**config.mk**
```make
export PLATFORM = sky130hd
export DESIGN_NAME = ssd_display_ctrl
export DESIGN_NICKNAME = d
export VERILOG_FILES = /design/src/rtl/ssd_display_ctrl_pkg.sv /design/src/rtl/ssd_hex_decoder.sv /design/src/rtl/ssd_display_ctrl.sv
export SDC_FILE = /design/constraint.sdc
export NUM_CORES = 1
export LEC_CHECK = 0
export ABC_AREA = 1
export CAP_MARGIN = 20
export CORE_AREA = 5 5 68 83
export DETAILED_ROUTE_END_ITERATION = 6
export DIE_AREA = 0 0 73 88
export PLACE_DENSITY = 0.75
export SLEW_MARGIN = 10
export SYNTH_ARGS = -nofsm -noshare
export SYNTH_HDL_FRONTEND = slang
export SYNTH_HIERARCHICAL = 1
export SYNTH_SLANG_ARGS = --single-unit
```
**constraint.sdc**
```tcl
create_clock -name clk -period 2.1 [get_ports clk]
set_input_delay 0.315 -clock clk [delete_from_list [all_inputs] [get_ports clk]]
set_output_delay 0.315 -clock clk [all_outputs]
set_load 0.005 [all_outputs]
```
**src/rtl/ssd_display_ctrl_pkg.sv**
```systemverilog
// Shared constants for the seven-segment display controller.
// Segment codes are {a,b,c,d,e,f,g}, active-low; anode patterns are one-cold, active-low.
package ssd_display_ctrl_pkg;

    typedef logic [6:0] seg_t;
    typedef logic [3:0] an_t;

    // Indexed by hex value: SEG7[4'hA] is the code for 'A'.
    localparam logic [15:0][6:0] SEG7 = {
        7'b0111000,  // F
        7'b0110000,  // E
        7'b1000010,  // d
        7'b0110001,  // C
        7'b1100000,  // b
        7'b0001000,  // A
        7'b0000100,  // 9
        7'b0000000,  // 8
        7'b0001111,  // 7
        7'b0100000,  // 6
        7'b0100100,  // 5
        7'b1001100,  // 4
        7'b0000110,  // 3
        7'b0010010,  // 2
        7'b1001111,  // 1
        7'b0000001   // 0
    };

    localparam an_t AN_D0 = 4'b1110;
    localparam an_t AN_D1 = 4'b1101;
    localparam an_t AN_D2 = 4'b1011;
    localparam an_t AN_D3 = 4'b0111;

endpackage

```
**src/rtl/ssd_hex_decoder.sv**
```systemverilog
// Hex nibble to active-low seven-segment code.
// Latency: combinational. Backpressure: none.
module ssd_hex_decoder
    import ssd_display_ctrl_pkg::*;
(
    input  logic [3:0] i_nibble,
    output logic [6:0] o_seg
);

    assign o_seg = SEG7[i_nibble];

endmodule

```
**src/rtl/ssd_display_ctrl.sv**
```systemverilog
// Four-digit common-anode display scanner with scan/slow tick dividers.
// Latency: ticks registered, seg combinational from sel/disp. Backpressure: none.
module ssd_display_ctrl
    import ssd_display_ctrl_pkg::*;
#(
    parameter int SCAN_DIV = 200000,
    parameter int SLOW_DIV = 10
) (
    input  logic        clk,
    input  logic        reset,
    input  logic        sel,
    input  logic [15:0] disp_a,
    input  logic [15:0] disp_b,
    output logic [3:0]  an,
    output logic [6:0]  seg,
    output logic        scan_tick,
    output logic        slow_tick
);

    localparam int SCAN_W = (SCAN_DIV > 2) ? $clog2(SCAN_DIV) : 1;
    localparam int SLOW_W = (SLOW_DIV > 2) ? $clog2(SLOW_DIV) : 1;

    logic [SCAN_W-1:0] r_scan_cnt;
    logic [SLOW_W-1:0] r_slow_cnt;
    logic              r_scan_tick;
    logic              r_slow_tick;
    an_t               r_an;

    logic              w_scan_wrap;
    logic              w_slow_wrap;
    an_t               w_an_next;
    logic [15:0]       w_val;
    logic [3:0]        w_nibble;

    assign w_scan_wrap = (r_scan_cnt == SCAN_W'(SCAN_DIV - 1));
    assign w_slow_wrap = (r_slow_cnt == SLOW_W'(SLOW_DIV - 1));

    always_ff @(posedge clk or negedge reset) begin
        if (!reset) begin
            r_scan_cnt  <= '0;
            r_scan_tick <= 1'b0;
        end else begin
            r_scan_cnt  <= w_scan_wrap ? '0 : r_scan_cnt + 1'b1;
            r_scan_tick <= w_scan_wrap;
        end
    end

    // Slow divider counts on the same edge that issues scan_tick, so both
    // pulses land together and the slow period is exactly SCAN_DIV*SLOW_DIV.
    always_ff @(posedge clk or negedge reset) begin
        if (!reset) begin
            r_slow_cnt  <= '0;
            r_slow_tick <= 1'b0;
        end else begin
            r_slow_tick <= 1'b0;
            if (w_scan_wrap) begin
                r_slow_cnt  <= w_slow_wrap ? '0 : r_slow_cnt + 1'b1;
                r_slow_tick <= w_slow_wrap;
            end
        end
    end

    always_comb begin
        w_an_next = AN_D0;
        case (r_an)
            AN_D0:   w_an_next = AN_D1;
            AN_D1:   w_an_next = AN_D2;
            AN_D2:   w_an_next = AN_D3;
            AN_D3:   w_an_next = AN_D0;
            default: w_an_next = AN_D0;
        endcase
    end

    always_ff @(posedge clk or negedge reset) begin
        if (!reset) begin
            r_an <= AN_D0;
        end else if (r_scan_tick) begin
            r_an <= w_an_next;
        end
    end

    assign w_val = sel ? disp_a : disp_b;

    always_comb begin
        w_nibble = w_val[15:12];
        case (r_an)
            AN_D0:   w_nibble = w_val[3:0];
            AN_D1:   w_nibble = w_val[7:4];
            AN_D2:   w_nibble = w_val[11:8];
            AN_D3:   w_nibble = w_val[15:12];
            default: w_nibble = w_val[15:12];
        endcase
    end

    ssd_hex_decoder u_dec (
        .i_nibble (w_nibble),
        .o_seg    (seg)
    );

    assign an        = r_an;
    assign scan_tick = r_scan_tick;
    assign slow_tick = r_slow_tick;

endmodule

```
; ---- Word-level counts from Yosys, hierarchy flattened
; Memories as Yosys holds them, arrays and structs flattened.
; Index checks and enable logic that the tools add are counted.
[totals]
out_inout_bits = 13
regBits = 28
romBits = 112
inputBits = 35
wordCells = 21
memories = 1
[memory_table]
columns = name, words, width, rd, rd_ports_with_merged_regs, write_ports, line
row1 = (no name shown), 16, 7, 1, 0, 0, ssd_hex_decoder.sv:10  ; assign o_seg = SEG7[i_nibble];
[op_classes]
mux = 7
n_eq_ne = 5
addsub = 2
order_cmp = 1
[op_table]
columns = operator, count
row1 = one-hot mux 4 bit (3 select lines), 2
row2 = adder 18 x 1 -> 18 bit (second input constant), 1
row3 = == test 18 bit (second input constant), 1
row4 = two-way mux 18 bit, 1
row5 = == test 4 bit (second input constant), 4
row6 = two-way mux 16 bit, 1
row7 = two-way mux 7 bit, 1
row8 = less-than comparator 4 x 5 -> 1 bit (second input constant), 1
row9 = adder 4 x 1 -> 4 bit (second input constant), 1
row10 = two-way mux 4 bit, 1
row11 = two-way mux 1 bit, 1

; ---- Logic depth before layout (Yosys ltp)
; Gate-level depths: netlist (run 1).
[logic_depth]
word_depth = 4
mapped_depth = 15
depth_no_buf = 15

; ---- Modules after synthesis
; Netlist (run 1), hierarchy kept.
[by_module_without_submodules]
columns = module, cells_each, n_inst, area_each_um2
row1 = ssd_display_ctrl, 274, 1, 1829.3
row2 = ssd_hex_decoder, 51, 1, 275.3

; ---- Worst setup path before layout (run 1)
; No wires, ideal clock.
[synth_path]
path_kind = register -> output
start = register r_an[1], in the netlist an[1]
end = output port seg[3]
arrival_ns = 1.817
path_buffers = 0
required_ns = 1.785
path_slack_ns = -0.032
path_stages_with_launch = 14
path_cell_list = dfstp_2 > inv_1 > nand3_1 > inv_1 > nor2_1 > nand2_1 > nand2_1 > inv_1 > ha_1 > inv_1 > nand2_1 > nand2_1 > nand2_1 > nand2_1
[synth_via]
elab_chain_len = 4
elab_cells_between_ends = 6
[synth_lines]
columns = item, line
row1 = "start, declared", ssd_display_ctrl.sv:27  ; an_t r_an;
row2 = "start signal, assigned", ssd_display_ctrl.sv:78  ; r_an <= w_an_next;
row3 = == test 4 bit, ssd_display_ctrl.sv:86  ; case (r_an)
row4 = one-hot mux 4 bit (3 select lines) (*), ssd_display_ctrl.sv:86
row5 = named net w_nibble[0], ssd_display_ctrl.sv:33  ; logic [3:0] w_nibble;
row6 = memory read (16 x 7 bit) (*), --
row7 = two-way mux 7 bit (not written as such) (*), ssd_hex_decoder.sv:10
row8 = "end, declared", ssd_display_ctrl.sv:15  ; output logic [6:0] seg,
; Mark *: on every way through the listed nets, which the timed path passes. The rest lies on a longest branch. The select of a mux whose other input is x is not followed.

; ---- Worst setup path after layout (run 1)
[layout_path]
start = register r_an[2], in the netlist an[2]
end = output port seg[1]
; The elaborated chain is that of the path after synthesis.

==> results.json, run 1 <==
{
  "grt_overflow": 0,
  "power.leakage_uw": 0.00160,
  "ys_async_sr_fraction": 1.00,
  "failed_checks": "negative setup slack",
  "fin_crit_sh": 1.20,
  "ys_top_cells_by_count": "nand2_1 (136), inv_1 (40), nor2_1 (27)",
  "clockPowerShare": 0.277,
  "drcViolationCount": 0,
  "swShare": 0.254,
  "endpoint_kind": "primary output",
  "htree_levels": 1,
  "synthMuxAreaShare": 0,
  "critPathMaxFanout": 4,
  "setup_viol": 7,
  "worstHoldPathType": "in2async",
  "ios": 48,
  "combPwrFrac": 0.262,
  "clk_pin_slew_worst_paths_ps": 90,
  "top_layer_used": "met4",
  "maxClockFrequency_mhz": 397,
  "io_buffer_count": 47,
  "viasPerCell": 4.69,
  "slew_viol_final": 0,
  "dr_wl_met2_mm": 2.96,
  "yosysMostFrequentCell": "nand2_1",
  "fillCellCount": 416,
  "maxSlewHeadroom": 0.769,
  "grtUsageTotal": 0.179,
  "start_util": 0.442,
  "ys.flop_type": "dfrtp_1",
  "grt_pass1_wl_mm": 9.32,
  "synth.yosys.seq_area_share": 0.335,
  "path_class": "reg2out",
  "ys_ff_latch": 28,
  "synth_cells": 325,
  "status": "complete, but fails checks",
  "fp.dieArea_mm2": 0.00642,
  "nNetsFinal": 452,
  "core-area_mm2": 0.00476,
  "antenna_found_initial": 0,
  "drive_above_1_share": 0.284,
  "fin_setup_tns_ps": -2680,
  "diodes": 0,
  "drt-initial-drc-count": 111,
  "worstSetupStartpoint": "an[2]$_DFFE_PN1P_",
  "dpl_cell_area_mm2": 0.00279,
  "gp_congestion": 0.814,
  "fin_skew_ps": 3.62,
  "die_y_um": 88,
  "p_sw_uw": 297,
  "grt_pass1_vias": 2179,
  "cts_made_buffers": 3,
  "dieWidth_um": 73,
  "clockRootBuffer": "clkbuf_8",
  "cts_tree": "yes",
  "clock_latency_ps": 270,
  "r2r_start": "an[2]$_DFFE_PN1P_",
  "rsz0062_at_grt": "yes",
  "yosys_warnings": 6,
  "hold_buffers": 0,
  "grt_start_max_net_pins": 29,
  "synth_compound_area_frac": 0.0357,
  "ys_top_cells_by_area": "dfrtp_1 (30%), nand2_1 (24%), inv_1 (7.1%)",
  "wl_met1_mm": 2.24,
  "syn_area_per_cell_um2": 6.48,
  "internal-power_uw": 872,
  "synth_fa_ha_area_frac": 0.0476,
  "clock_sinks": 28,
  "critPathArrivalTime_ps": 2210,
  "p_seq_frac": 0.461,
  "reg2regPathDepth": 7,
  "wl_met3_um": 295,
  "cp-start-kind": "flip-flop",
  "fin_area_mm2": 0.00316,
  "netlist.area_leader.share": 0.297,
  "row_count": 28,
  "vias": 2197,
  "area_growth_pct": 50.2,
  "drt_first_pass_iters": 4,
  "cap_viol_max_count": 0,
  "synthSimpleGateAreaFrac": 0.432,
  "synth_top_family_by_area": "simple AND/OR/NAND/NOR gates",
  "synth_area_leader_cell": "dfrtp_1",
  "power_density_mw_per_mm2": 370,
  "r2r-end": "an[0]$_DFFE_PN0P_",
  "hpwl_mm": 3.91,
  "drt-wirelength-per-cell_um": 12.0,
  "finalWorstSetupSlack_ps": -421,
  "clockBufferDepth": 2,
  "setup.worst_path.end": "seg[1]",
  "detail-route-antenna-nets": 0,
  "vdd_drop_max_mv": 0.537,
  "synth.net_count": 368,
  "worst_pin_slew_ps": 346,
  "synthXorXnorAreaFrac": 0.0499,
  "synth_edf_count": 0,
  "synth_cell_types": 25,
  "routed_wl_mm": 5.61,
  "synth_area_mm2": 0.00210,
  "required_ps": 1780,
  "fin_crit_ps": 2520,
  "finalHoldViolCount": 0,
  "r2r_slack_ps": 750
}
## logic make-up (layout without fill, tap and decap cells)
family	Yosys count	count (layout)
XOR/XNOR	12	12
buffers and inverters	51	134
adder cells (fa/ha/maj)	8	8
AO/OA/AOI/OAI	15	15
flip-flops	28	28
AND/OR/NAND/NOR	211	211
## layout make-up
type,count,area [um^2],area share
sequential,28,704,0.223
inverter,46,186,0.0590
tap,60,75.1,0.0238
clock buffer,4,55.1,0.0174
timing repair buffer,84,779,0.247
multi-input combinational,246,1360,0.430
## metrics by stage
stage                     total power [uW]  std cells  worst slack [ps]   util  hold WS, ps
after floorplan                        644        325              2.25      -         19.4
after global placement                 787        449              -697  0.586          467
after detailed placement               788        449              -747  0.586          476
after CTS                             1140        464              -342  0.644          407
after global routing                  1230        468              -540  0.663          421
final                                 1170        468              -421  0.663          402
## routing by layer
metal | vias up | GRT usage
li1 | 1145 | -
met1 | 989 | 0.210
met2 | 52 | 0.334
met3 | 11 | 0.0161
met4 | 0 | 0.0621
met5 | - | 0
## power groups by stage
stage | combinational [uW] | clock, uW | sequential (uW)
2_1_floorplan | 94.0 | 0 | 550
3_3_place_gp | 237 | 0 | 549
3_5_place_dp | 238 | 0 | 549
5_1_grt | 332 | 364 | 539
6_report | 306 | 324 | 539
4_1_cts | 267 | 336 | 539
## cell usage in the layout (no fill, tap or decap), drive strengths merged
| cell type | instances |
|---|---|
| clkbuf | 5 |
| buf | 43 |
| clkinv | 1 |
| dfstp | 3 |
| nor3 | 1 |
| a21oi | 6 |
| clkdlybuf4s50 | 39 |
| nand3 | 24 |
| inv | 45 |
| nand4 | 3 |
| nand2 | 141 |
| or2 | 1 |
| xor2 | 9 |
| o21ai | 9 |
| and2 | 1 |
| dfrtp | 25 |
| nor2 | 40 |
| xnor2 | 3 |
| ha | 8 |
| dlygate4sd2 | 1 |
## timing repair
| item | in CTS | in global routing |
|---|---|---|
| setup buffers | 11 | 4 |
| pin swaps | 20 | 8 |
| gates resized for setup | 70 | 17 |
| setup endpoints to repair | 7 | 7 |
## registers in the layout (all words and copies together) (netlist names)
register	flops
an	4
r_slow_cnt	4
r_scan_cnt	18
slow_tick	1
scan_tick	1
## worst min-delay path by stage
stage                         startpoint                         to  slack, ps  cells past startpoint
2_1_floorplan                      reset          an[0]$_DFFE_PN0P_         20                      0
3_3_place_gp   r_slow_cnt[3]$_DFFE_PN0N_  r_slow_cnt[3]$_DFFE_PN0N_        470                      2
3_5_place_dp   r_slow_cnt[3]$_DFFE_PN0N_  r_slow_cnt[3]$_DFFE_PN0N_        480                      2
4_1_cts                            reset  r_slow_cnt[2]$_DFFE_PN0N_        410                      2
5_1_grt                            reset  r_slow_cnt[1]$_DFFE_PN0N_        420                      2
6_report                           reset  r_slow_cnt[2]$_DFFE_PN0N_        400                      2
## worst max-delay path: stages (launching register included)
cell	delay, ps
dfstp_2	570
inv_2	40
nand4_1	130
inv_2	80
nand2_1	60
nand2_1	50
nor2_1	120
nand2_2	110
buf_6	130
buf_8	130
ha_4	160
nand2_4	60
o21ai_1	60
nand2_1	70
nand2_1	40
buf_2	120
(Power assumes the default switching activity.)
==> inputs of run 2 (changes only) <==
CORE_AREA = 5 5 64 89   (was 5 5 68 83)
DIE_AREA = 0 0 69 94   (was 0 0 73 88)
PLACE_DENSITY = 0.74   (was 0.75)
==> results.json, run 2 (synthesis results as in run 1) <==
{
  "status": "complete, but fails checks",
  "failed_checks": "negative setup slack",
  "maxSlewHeadroom": 0.774,
  "clock_latency_ps": 280,
  "hpwl_mm": 4.06,
  "vdd_drop_max_mv": 0.467,
  "multi_input_area_mm2": 0.00139,
  "cts_made_buffers": 3,
  "vias": 2253,
  "fin_crit_sh": 1.19,
  "fin_crit_ps": 2510,
  "hold-worst-slack_ps": 392,
  "slew_viol_final": 0,
  "clockBufferDepth": 2,
  "seq_area_um2": 704,
  "diodes": 0,
  "cts_tree": "yes",
  "worstSetupStartpoint": "sel",
  "start_util": 0.438,
  "nNetsFinal": 454,
  "drt-initial-drc-count": 76,
  "dieWidth_um": 69,
  "antenna_found_initial": 0,
  "final_cell_mix": "nand2_1 (116), clkdlybuf4s50_1 (40), inv_1 (30)",
  "io_buffer_count": 47,
  "rsz0062_at_grt": "yes",
  "detail-route-antenna-nets": 0,
  "routed_wl_mm": 5.65,
  "drt-wirelength-per-cell_um": 11.9,
  "largest-register": "r_scan_cnt",
  "maxClockFrequency_mhz": 399,
  "grt_overflow": 0,
  "grt_pass1_wl_mm": 10.0,
  "reg2regPathDepth": 6,
  "htree_levels": 1,
  "fin_skew_ps": 5.87,
  "gp_congestion": 0.850,
  "setup_viol": 7,
  "r2r_slack_ps": 760,
  "viasPerCell": 4.75,
  "worst_pin_slew_ps": 339,
  "use_met1": 0.205,
  "core-area_mm2": 0.00480,
  "fillCellCount": 424,
  "area_growth_pct": 50.9,
  "critPathMaxFanout": 12,
  "required_ps": 1780,
  "r2r-end": "r_slow_cnt[0]$_DFFE_PN0N_",
  "largest_reg_flops": 18,
  "drt_first_pass_iters": 4,
  "grtUsageTotal": 0.184,
  "cp-start-kind": "input port",
  "grt_pass1_vias": 2293,
  "cap_viol_max_count": 0,
  "grt_busiest_layer": "met2",
  "drcViolationCount": 0,
  "path_class": "in2out",
  "power.leakage_uw": 0.00161,
  "grt_start_max_net_pins": 29,
  "die_y_um": 94,
  "utilization": 0.661,
  "finalWorstSetupSlack_ps": -407,
  "worstHoldPathType": "in2async",
  "drive_above_1_share": 0.315,
  "dpl.cell_count": 454,
  "fp.dieArea_mm2": 0.00649,
  "r2r_start": "r_scan_cnt[0]$_DFF_PN0_",
  "clockRootBuffer": "clkbuf_8",
  "finalHoldViolCount": 0,
  "clk_pin_slew_worst_paths_ps": 90,
  "grt.met2_usage": 0.352,
  "clock_sinks": 28,
  "ios": 48,
  "critPathArrivalTime_ps": 2190,
  "power_density_mw_per_mm2": 357,
  "met3_usage": 0.0193,
  "endpoint_kind": "primary output",
  "final_cells": 474,
  "final_common_cell": "nand2_1",
  "row_count": 30
}
## run 2: worst max-delay path by stage
stage | to | slack [ps] | cells past startpoint
6_report | seg[3] | -410 | 16
5_1_grt | seg[6] | -530 | 15
4_1_cts | seg[0] | -400 | 14
3_5_place_dp | seg[6] | -760 | 16
3_3_place_gp | seg[6] | -720 | 15
2_1_floorplan | seg[3] | 2 | 13
## run 2: layer usage
layer,wire length [um],share of wire
met5,0,0
met4,171,0.030
met3,203,0.036
met2,3060,0.54
met1,2220,0.39
## run 2: worst max-delay path, stage by stage
cell             delay (ps)
clkdlybuf4s50_1         470
inv_2                   200
buf_4                   170
nand2_1                  50
nand2_1                  70
nand2_1                  60
nand2_2                  90
inv_2                    60
buf_6                   120
ha_4                    260
inv_2                    30
nand2_1                  40
nand2_1                  40
nand2_1                  50
nand2_1                  50
buf_2                   120
## run 2: layout make-up
type | count | share of cell area
Timing Repair Buffer | 86 | 0.245
Sequential cell | 28 | 0.222
Clock buffer | 4 | 0.0142
Multi-Input combinational cell | 246 | 0.436
Inverter | 46 | 0.0579
Tap cell | 64 | 0.0252
## run 2: timing repair
item / 4_1_cts / 5_1_grt
gates resized for setup: 73 / 31
setup endpoints to repair: 7 / 7
cloned: 0 / 0
hold buffers: 0 / 0
setup buffers: 11 / 6
pin swaps: 19 / 26
## run 2: power breakdown
part	total, uW	switching, uW	internal (uW)	leakage (uW)
combinational	296	138	158	0.00122
sequential	539	0	539	0.000366
clock	298	162	136	0.0000228
total	1130	299	834	0.00161
## run 2: through the flow
step	TNS, ps	total power, uW	setup slack, ps	instance area (um^2)
final	-2560	1130	-407	3180
after global routing	-3420	1190	-535	3180
after CTS	-2560	1110	-396	3030
after detailed placement	-5010	786	-757	2790
after global placement	-4800	781	-720	2790
after floorplan	0	644	2.25	2110
==> inputs of run 3 (changes only) <==
GPL_TIMING_DRIVEN = 0   (was unset)
==> results.json, run 3 (synthesis results as in run 1) <==
{
  "status": "complete, but fails checks",
  "grtUsageTotal": 0.168,
  "setup_viol": 7,
  "power_density_mw_per_mm2": 407,
  "cpMostUsedCell": "nand2_1",
  "largest_reg_flops": 18,
  "critPathMaxFanout": 5,
  "detail-route-antenna-nets": 0,
  "drt-wirelength-per-cell_um": 11.3,
  "clock_sinks": 28,
  "clk_pin_slew_worst_paths_ps": 90,
  "nNetsFinal": 435,
  "cap_viol_max_count": 0,
  "dpl.cell_count": 436,
  "combPwrFrac": 0.218,
  "grt_pass1_wl_mm": 9.23,
  "r2r_slack_ps": 750,
  "grt_overflow": 0,
  "hpwl_mm": 3.99,
  "cpPeakStageDelay_ps": 570,
  "critPathArrivalTime_ps": 2080,
  "endpoint_kind": "primary output",
  "hold-worst-slack_ps": 421,
  "cpLargestDelayFamily": "simple AND/OR/NAND/NOR gates",
  "rsz0062_at_grt": "yes",
  "dieWidth_um": 69,
  "area_growth_pct": 43.5,
  "drcViolationCount": 0,
  "clockRootBuffer": "clkbuf_8",
  "maxSlewHeadroom": 0.580,
  "start_util": 0.438,
  "finalWorstSetupSlack_ps": -294,
  "drt_first_pass_iters": 6,
  "row_count": 30,
  "drive_above_1_share": 0.258,
  "worst_pin_slew_ps": 627,
  "required_ps": 1780,
  "grt_busiest_layer": "met2",
  "largest-register": "r_scan_cnt",
  "fp.dieArea_mm2": 0.00649,
  "diodes": 0,
  "ios": 48,
  "cts_made_buffers": 3,
  "cp-start-kind": "flip-flop",
  "failed_checks": "negative setup slack",
  "grt_start_max_net_pins": 18,
  "grt.met2_usage": 0.331,
  "gp_congestion": 0.786,
  "clockBufferDepth": 2,
  "routed_wl_mm": 5.14,
  "power.leakage_uw": 0.00152,
  "final_cells": 455,
  "slew_viol_final": 0,
  "cp_slowest_cell": "dfstp_2",
  "die_y_um": 94,
  "path_cells": "nand2_2, inv_4, nand3_4, inv_2, nand2_1, nand2_1, nor2_2, nand2_2, inv_4, ha_4, inv_2, nand2_1, nand2_1, nand2_1, nand2_1, buf_2",
  "cp.buffers_inverters": 5,
  "clock_latency_ps": 270,
  "grt_pass1_vias": 2138,
  "core-area_mm2": 0.00480,
  "worstHoldPathType": "in2async",
  "drt-initial-drc-count": 67,
  "antenna_found_initial": 0,
  "vdd_drop_max_mv": 0.394,
  "vias": 2103,
  "final_cell_mix": "nand2_1 (126), clkdlybuf4s50_1 (39), inv_1 (28)",
  "cts_tree": "yes",
  "maxClockFrequency_mhz": 418,
  "p_sw_uw": 291,
  "final_common_cell": "nand2_1",
  "viasPerCell": 4.62,
  "p_seq_frac": 0.438,
  "use_met1": 0.186,
  "met3_usage": 0.0236,
  "fin_skew_ps": 1.76,
  "fin_crit_ps": 2390,
  "fin_crit_sh": 1.14,
  "htree_levels": 1,
  "clockPowerShare": 0.343,
  "io_buffer_count": 46,
  "swShare": 0.237,
  "path_class": "reg2out",
  "internal-power_uw": 939,
  "finalHoldViolCount": 0
}
[run 3: power by group through the flow]
stage,Sequential [uW],Combinational [uW],Clock (uW)
global route,539,297,452
floorplan,550,94.0,0
finish,539,269,422
global placement,549,213,0
detailed placement,549,223,0
CTS,539,244,430
[run 3: cell type report]
| class | count | area (um^2) |
|---|---|---|
| multi-input combinational | 246 | 1350 |
| tap | 64 | 80.1 |
| inverter | 46 | 184 |
| sequential | 28 | 704 |
| fill | 449 | 1790 |
| timing repair buffer | 62 | 584 |
| clock inverter | 1 | 30.0 |
| clock buffer | 3 | 41.3 |
| buffer | 5 | 43.8 |
[run 3: what timing repair did]
| action | 4_1_cts | 5_1_grt |
|---|---|---|
| gates resized for setup | 62 | 25 |
| hold buffers | 0 | 0 |
| endpoints found under the setup margin | 7 | 7 |
| pin swaps | 17 | 19 |
| buffers inserted | 13 | 2 |
[run 3: worst paths after layout]
| check | start | cells past startpoint | end |
|---|---|---|---|
| min | reset | 1 | r_slow_cnt[0]$_DFFE_PN0N_ |
| max reg2reg | r_scan_cnt[1]$_DFF_PN0_ | 6 | r_scan_cnt[8]$_DFF_PN0_ |
| min in group clk | r_slow_cnt[3]$_DFFE_PN0N_ | 2 | r_slow_cnt[3]$_DFFE_PN0N_ |
| min reg2reg | r_slow_cnt[3]$_DFFE_PN0N_ | 2 | r_slow_cnt[3]$_DFFE_PN0N_ |
| max | an[3]$_DFFE_PN1P_ | 16 | seg[3] |
| max in group asynchronous | reset | 2 | an[2]$_DFFE_PN1P_ |
[run 3: stage by stage]
step           TNS [ps]  power (uW)  setup WS (ps)  utilization  cell area (um^2)
2_1_floorplan         0         644           2.25            -              2110
3_3_place_gp      -3930         763           -690        0.551              2650
3_5_place_dp      -4300         773           -750        0.557              2680
4_1_cts           -2120        1210           -344        0.610              2930
5_1_grt           -3010        1290           -463        0.628              3020
6_report          -1810        1230           -294        0.628              3020
[run 3: per-layer routing]
metal	share of wire	up-vias
li1	-	1113
met1	0.41	943
met2	0.55	39
met3	0.032	8
met4	0.014	0
met5	0	-
